===== config.mk =====
export PLATFORM = sky130hd
export DESIGN_NAME = polar_arbiter
export DESIGN_NICKNAME = d
export VERILOG_FILES = /design/src/rtl/polar_arbiter.sv
export SDC_FILE = /design/constraint.sdc
export NUM_CORES = 2
export LEC_CHECK = 0
export CAP_MARGIN = 10
export CORE_AREA = 5 5 316 551
export CTS_CLUSTER_DIAMETER = 120
export DETAILED_ROUTE_END_ITERATION = 16
export DIE_AREA = 0 0 321 556
export GPL_TIMING_DRIVEN = 1
export PLACE_DENSITY = 0.72
export SLEW_MARGIN = 10
export SYNTH_ARGS = -nofsm -noshare
export SYNTH_HDL_FRONTEND = slang
export SYNTH_SLANG_ARGS = --single-unit

===== constraint.sdc =====
create_clock -name clk -period 5.45 [get_ports clk]
set_clock_uncertainty 0.2 [all_clocks]
set_input_delay 0.545 -clock clk [delete_from_list [all_inputs] [get_ports clk]]
set_output_delay 0.545 -clock clk [all_outputs]
set_load 0.005 [all_outputs]

===== src/rtl/polar_arbiter.sv =====
// ---------------------------------------------------------------------------
// polar_arbiter
//
// Shares one fixed-latency rectangular-to-polar CORDIC among NREQ sample
// sources. A round-robin arbiter issues at most one (x,y) per cycle, a tag
// pipe carries the requester id alongside the CORDIC, and returning
// (mag, phase) results are buffered in an output FIFO. Issue is limited by
// credits (in-flight + buffered <= DEPTH), so no result is ever dropped under
// downstream backpressure.
//
// Ports
//   clk          clock
//   rst          asynchronous reset, active-low
//   en           issue enable (in-flight results still drain when low)
//   req_vld      per-requester sample valid             [NREQ]
//   req_rdy      per-requester accept, one-hot or zero  [NREQ]
//   req_x/req_y  packed signed samples, requester i at [i*WIDTH +: WIDTH]
//   cor_vld      sample valid to CORDIC
//   cor_x/cor_y  sample to CORDIC
//   cor_res_vld  result valid from CORDIC (LAT cycles after cor_vld)
//   cor_mag      magnitude from CORDIC
//   cor_phase    phase from CORDIC (s3.28 radians)
//   res_vld/rdy  output handshake
//   res_mag      buffered magnitude
//   res_phase    buffered phase
//   res_id       originating requester
//   err          sticky: unexpected, overflowing or missing CORDIC result
// ---------------------------------------------------------------------------
module polar_arbiter #(
   parameter int WIDTH = 32,
   parameter int NREQ  = 4,
   parameter int LAT   = 17,
   parameter int DEPTH = 32
) (
   input  logic                           clk,
   input  logic                           rst,
   input  logic                           en,
   input  logic [NREQ-1:0]                req_vld,
   output logic [NREQ-1:0]                req_rdy,
   input  logic [NREQ*WIDTH-1:0]          req_x,
   input  logic [NREQ*WIDTH-1:0]          req_y,
   output logic                           cor_vld,
   output logic signed [WIDTH-1:0]        cor_x,
   output logic signed [WIDTH-1:0]        cor_y,
   input  logic                           cor_res_vld,
   input  logic [WIDTH-1:0]               cor_mag,
   input  logic signed [31:0]             cor_phase,
   output logic                           res_vld,
   input  logic                           res_rdy,
   output logic [WIDTH-1:0]               res_mag,
   output logic signed [31:0]             res_phase,
   output logic [$clog2(NREQ)-1:0]        res_id,
   output logic                           err
);

   localparam int IDW = $clog2(NREQ);
   localparam int AW  = $clog2(DEPTH);
   localparam int CW  = $clog2(DEPTH + 1);

   localparam logic [CW-1:0] CNT_MAX  = CW'(DEPTH);
   localparam logic [AW:0]   MEM_FULL = {1'b1, {AW{1'b0}}};
   localparam logic [AW:0]   PTR_ONE  = {{AW{1'b0}}, 1'b1};

   // ------------------------------------------------------------------------
   // State
   // ------------------------------------------------------------------------
   logic [IDW-1:0]            ptr_q, ptr_d;
   logic [CW-1:0]             cnt_q, cnt_d;

   logic                      cor_vld_q, cor_vld_d;
   logic signed [WIDTH-1:0]   cor_x_q, cor_x_d;
   logic signed [WIDTH-1:0]   cor_y_q, cor_y_d;
   logic [IDW-1:0]            cor_id_q, cor_id_d;

   logic [LAT-1:0]            tag_vld_q, tag_vld_d;
   logic [LAT-1:0][IDW-1:0]   tag_id_q, tag_id_d;

   logic [AW:0]               wr_ptr_q, wr_ptr_d;
   logic [AW:0]               rd_ptr_q, rd_ptr_d;
   logic [WIDTH-1:0]          mem_mag   [DEPTH];
   logic signed [31:0]        mem_phase [DEPTH];
   logic [IDW-1:0]            mem_id    [DEPTH];

   logic                      res_vld_q, res_vld_d;
   logic [WIDTH-1:0]          res_mag_q, res_mag_d;
   logic signed [31:0]        res_phase_q, res_phase_d;
   logic [IDW-1:0]            res_id_q, res_id_d;
   logic                      err_q, err_d;

   // ------------------------------------------------------------------------
   // Round-robin arbitration and credit check
   // ------------------------------------------------------------------------
   logic                      found;
   logic [IDW-1:0]            win;
   logic                      credit_ok;
   logic                      issue;
   logic signed [WIDTH-1:0]   sel_x, sel_y;

   always_comb begin
      found = 1'b0;
      win   = '0;
      // Search starts one past the last winner so every requester gets a turn.
      for (int k = 1; k <= NREQ; k++) begin
         if (!found && req_vld[(int'(ptr_q) + k) % NREQ]) begin
            found = 1'b1;
            win   = IDW'((int'(ptr_q) + k) % NREQ);
         end
      end
   end

   // Gating with rst keeps req_rdy low while the block is held in reset.
   assign credit_ok = rst & en & (cnt_q < CNT_MAX);
   assign issue     = found & credit_ok;
   assign sel_x     = req_x[win*WIDTH +: WIDTH];
   assign sel_y     = req_y[win*WIDTH +: WIDTH];

   always_comb begin
      req_rdy = '0;
      if (issue) req_rdy[win] = 1'b1;
   end

   always_comb begin
      ptr_d     = issue ? win : ptr_q;
      cor_vld_d = issue;
      cor_x_d   = issue ? sel_x : cor_x_q;
      cor_y_d   = issue ? sel_y : cor_y_q;
      cor_id_d  = issue ? win : cor_id_q;
   end

   // ------------------------------------------------------------------------
   // Tag pipe: fed from the issue register so the last stage lines up with
   // cor_res_vld exactly LAT cycles after cor_vld.
   // ------------------------------------------------------------------------
   logic                      tag_out_vld;
   logic [IDW-1:0]            tag_out_id;

   always_comb begin
      tag_vld_d[0] = cor_vld_q;
      tag_id_d[0]  = cor_id_q;
      for (int i = 1; i < LAT; i++) begin
         tag_vld_d[i] = tag_vld_q[i-1];
         tag_id_d[i]  = tag_id_q[i-1];
      end
   end

   assign tag_out_vld = tag_vld_q[LAT-1];
   assign tag_out_id  = tag_id_q[LAT-1];

   // ------------------------------------------------------------------------
   // Result capture and output FIFO. The output register is the FIFO head;
   // a write into an empty FIFO bypasses memory straight into it.
   // ------------------------------------------------------------------------
   logic                      mem_empty, mem_full;
   logic                      wr_en, mem_we;
   logic                      pop, out_free, lost;

   assign mem_empty = (wr_ptr_q == rd_ptr_q);
   assign mem_full  = ((wr_ptr_q - rd_ptr_q) == MEM_FULL);
   assign wr_en     = cor_res_vld & tag_out_vld & ~mem_full;
   assign pop       = res_vld_q & res_rdy;
   assign out_free  = ~res_vld_q | res_rdy;
   assign lost      = tag_out_vld & ~cor_res_vld;

   always_comb begin
      res_vld_d   = res_vld_q;
      res_mag_d   = res_mag_q;
      res_phase_d = res_phase_q;
      res_id_d    = res_id_q;
      wr_ptr_d    = wr_ptr_q;
      rd_ptr_d    = rd_ptr_q;
      mem_we      = 1'b0;
      if (out_free) begin
         if (!mem_empty) begin
            res_vld_d   = 1'b1;
            res_mag_d   = mem_mag[rd_ptr_q[AW-1:0]];
            res_phase_d = mem_phase[rd_ptr_q[AW-1:0]];
            res_id_d    = mem_id[rd_ptr_q[AW-1:0]];
            rd_ptr_d    = rd_ptr_q + PTR_ONE;
            if (wr_en) begin
               mem_we   = 1'b1;
               wr_ptr_d = wr_ptr_q + PTR_ONE;
            end
         end else if (wr_en) begin
            res_vld_d   = 1'b1;
            res_mag_d   = cor_mag;
            res_phase_d = cor_phase;
            res_id_d    = tag_out_id;
         end else begin
            res_vld_d   = 1'b0;
         end
      end else if (wr_en) begin
         mem_we   = 1'b1;
         wr_ptr_d = wr_ptr_q + PTR_ONE;
      end
   end

   // Credits: issue takes one, pop returns one, a missing result returns one.
   always_comb begin
      cnt_d = cnt_q + CW'(issue) - CW'(pop) - CW'(lost);
      err_d = err_q
            | (cor_res_vld & (~tag_out_vld | mem_full))
            | lost;
   end

   // ------------------------------------------------------------------------
   // Registers
   // ------------------------------------------------------------------------
   always_ff @(posedge clk or negedge rst) begin
      if (!rst) begin
         ptr_q       <= IDW'(NREQ - 1);
         cnt_q       <= '0;
         cor_vld_q   <= 1'b0;
         cor_x_q     <= '0;
         cor_y_q     <= '0;
         cor_id_q    <= '0;
         tag_vld_q   <= '0;
         tag_id_q    <= '0;
         wr_ptr_q    <= '0;
         rd_ptr_q    <= '0;
         res_vld_q   <= 1'b0;
         res_mag_q   <= '0;
         res_phase_q <= '0;
         res_id_q    <= '0;
         err_q       <= 1'b0;
      end else begin
         ptr_q       <= ptr_d;
         cnt_q       <= cnt_d;
         cor_vld_q   <= cor_vld_d;
         cor_x_q     <= cor_x_d;
         cor_y_q     <= cor_y_d;
         cor_id_q    <= cor_id_d;
         tag_vld_q   <= tag_vld_d;
         tag_id_q    <= tag_id_d;
         wr_ptr_q    <= wr_ptr_d;
         rd_ptr_q    <= rd_ptr_d;
         res_vld_q   <= res_vld_d;
         res_mag_q   <= res_mag_d;
         res_phase_q <= res_phase_d;
         res_id_q    <= res_id_d;
         err_q       <= err_d;
      end
   end

   // FIFO storage carries data only; validity lives in the pointers.
   always_ff @(posedge clk) begin
      if (mem_we) begin
         mem_mag[wr_ptr_q[AW-1:0]]   <= cor_mag;
         mem_phase[wr_ptr_q[AW-1:0]] <= cor_phase;
         mem_id[wr_ptr_q[AW-1:0]]    <= tag_out_id;
      end
   end

   assign cor_vld   = cor_vld_q;
   assign cor_x     = cor_x_q;
   assign cor_y     = cor_y_q;
   assign res_vld   = res_vld_q;
   assign res_mag   = res_mag_q;
   assign res_phase = res_phase_q;
   assign res_id    = res_id_q;
   assign err       = err_q;

endmodule

==> flow_summary.ini <==
[status]
status = finished, final reports clean

[timing]
final_hold_viol_count = 0
clock.fmax_mhz = 235
drv_slew = 0
post-route-period-util_pct = 77.9
tightest_slew_ns = 1.23
whs_ns = 0.0460
slew_headroom_pct = 17.4
setup_viol = 0
rsz0062_at_grt = no
min_period_ns = 4.25
setup_tns_ns = 0

[die]
core_area_um2 = 169000
die_x_um = 321
rows = 200
initial_core_util_pct = 53.7
pin_count = 466
dieHeight_um = 556
die-area_um2 = 178000

[worst_setup_path]
endpoint_kind = primary output
reg2reg_depth = 8
crit_path_start_kind = input port
r2r-start = rd_ptr_q[2]$_DFFE_PN0P_
path_max_fanout = 72
r2r_end = res_mag[16]$_DFFE_PN0P_
path_class = input port to primary output
regToRegSetupSlack_ns = 1.39
worstPathArrival_ns = 3.50
required_ns = 4.70

[cells_and_area]
final_layout_size_suffix_gt1_share_pct = 21.2
stdcell_area_um2 = 105000
finalNonFillerCells = 7248
nNetsFinal = 5213
synthToLayoutAreaGrowth_pct = 15.5
fillCellCount = 11600
fin_util_pct = 62.0

[synthesis]
syn_avg_cell_area_um2 = 20.9
synth-edff-count = 2112
synth_warnings = 0
synthArstFlopShare_pct = 8.89
synthFlopType = edfxtp_1
synth_seq_cells = 2318
ys_types = 58
synth_nets = 4686
synth_area_um2 = 90700
synth_seq_area_share_pct = 75.6
postSynthCellCount = 4339

[pwr]
p_per_area_nw_per_um2 = 475
p_int_uw = 35000
p_comb_share_pct = 29.3
pwr-share-clk_pct = 28.3
switchingPower_uw = 14800
pwr-share-seq_pct = 42.4
power.static_leakage_uw = 0.0345
ir_drop_mv = 0.464
switching_share_pct = 29.6

[clocking]
cts_root_buf = clkbuf_16
cts_sinks = 2318
cts_made_buffers = 199
post-cts-setup-buffers = 0
ctsResizeCount = 0
htreeDepth = 4
cts_tree = built
clk_pin_slew_ns = 0.06
clockBufferDepth = 4
clkLatencyLatePin_ns = 0.83

[route]
postRouteAntennaNets = 0
via_per_inst = 6.40
first_pass_iters = 6
drc = 0
wl_per_cell_um = 32.2
vias = 46400
routed_wl_um = 233000
first_iter_violations = 4619

[placed_design]
placed_cells = 6885
place_area_um2 = 98300
gp_congestion = 0.917
port_buffers = 465
dp_hpwl_um = 133000

[job]
maxCapViolations = 0

[grt]
grt_pass1_wl_um = 337000
gr-total-overflow = 0
antenna_found_initial = 14
grt_pass1_vias = 48500
grt_use_total_pct = 26.0
grt_max_degree = 143

[worst_hold_path]
hold_class = input port to async pin
## timing repair
item                       4_1_cts  5_1_grt
hold endpoints to repair        38        0
setup endpoints to repair        0        0
hold buffers                     2        0
## sequential cells by signal, summed over array words and instances, names as in the netlist, 6 cells and up
register   count
cnt_q          6
cor_x         32
cor_y         32
mem_id        64
mem_mag     1024
mem_phase   1024
rd_ptr_q       6
res_mag       32
res_phase     32
tag_id_d      32
tag_vld_q     17
wr_ptr_q       6
## metrics by stage
stage,setup slack (ns),total power [uW]
finish,1.20,49800
global route,0.905,51800
CTS,1.07,50200
detailed placement,1.41,36100
global placement,1.49,36000
floorplan,-0.415,31100
## how the worst max path moves through the flow
stage	cells after the start	slack, ns	end	start
final	7	1.20	req_rdy[0]	rst
after global routing	7	0.91	req_rdy[0]	rst
after CTS	7	1.07	req_rdy[0]	rst
after detailed placement	7	1.41	mem_phase[8][3]$_DFFE_PP_	res_rdy
after global placement	7	1.49	mem_phase[8][8]$_DFFE_PP_	res_rdy
after floorplan	10	-0.42	mem_id[15][0]$_DFFE_PP_	rd_ptr_q[1]$_DFFE_PN0P_
## cell families (layout without fill, tap and decap cells)
| kind of cell | count (synthesis) | count (layout) | synth area share [%] |
|---|---|---|---|
| flip-flops | 2318 | 2318 | 75.6 |
| multiplexers | 1043 | 1043 | 17.9 |
| AO/OA/AOI/OAI | 424 | 424 | 3.23 |
| buffers and inverters | 282 | 967 | 1.67 |
| AND/OR/NAND/NOR | 238 | 238 | 1.14 |
| adder cells (fa/ha/maj) | 18 | 18 | 0.265 |
| XOR/XNOR | 16 | 16 | 0.155 |
| other | 0 | 2 | 0 |
## cell type report
type	instances	area, um^2	area share (%)
Inverter	23	96.3	0.0920
Clock inverter	117	1140	1.09
Clock buffer	242	5280	5.05
Antenna cell	2	5.00	0.00478
Tap cell	2222	2780	2.65
Multi-Input combinational cell	1739	20900	20.0
Sequential cell	2318	68600	65.5
Timing Repair Buffer	585	5910	5.64
## synth_stat cells (all sizes together), types with 16 or more instances
cell	instances	area share, %
mux2	146	1.8
a22oi	61	0.51
a221oi	21	0.20
ha	16	0.22
dfrtp	204	5.6
nor2	110	0.46
buf	184	1.3
nand2	68	0.28
o221ai	99	0.96
o211ai	25	0.21
mux2i	447	4.9
a21oi	66	0.37
mux4	450	11
a31oi	25	0.17
o21ai	70	0.39
edfxtp	2112	70
inv	22	0.091
clkbuf	75	0.31
o22ai	43	0.30
## layout by cell type, fill, tap and decap left out, drive strengths merged, types with 3 or more instances in the layout
cell	instances
edfxtp	2112
clkdlybuf4s50	463
mux4	450
mux2i	447
clkbuf	242
dfrtp	204
mux2	146
buf	120
nor2	110
o221ai	99
clkinv	81
o21ai	70
nand2	68
a21oi	66
a22oi	61
o22ai	43
inv	28
a31oi	25
o211ai	25
a221oi	21
bufinv	21
ha	16
xnor2	12
nand3	12
nor2b	11
clkinvlp	10
nor3	8
nand2b	5
and2	4
nor4	4
xor2	4
a21o	3
nand4	3
a211oi	3
and3	3
## layer usage
metal | vias to the layer above | GRT usage (%) | wire length [um]
met5 | - | 0 | 66
met4 | 10 | 10.9 | 11400
met3 | 534 | 4.35 | 18000
met2 | 2403 | 46.9 | 125000
met1 | 24400 | 30.9 | 79100
li1 | 19000 | - | -
## power groups by stage
stage	sequential (uW)	clock [uW]	combinational [uW]
floorplan	21000	0	10000
global placement	21500	0	14500
detailed placement	21500	0	14700
CTS	21100	14300	14800
global route	21200	15100	15600
finish	21100	14100	14600
## critical path: stages
cell             delay [ns]
dlygate4sd3_1          0.56
buf_8                  0.34
nand2_1                0.27
nor3_2                 0.19
buf_4                  0.73
nor3b_1                0.28
clkdlybuf4s50_1        0.54
Note: power is estimated with default switching activity, not from simulation.
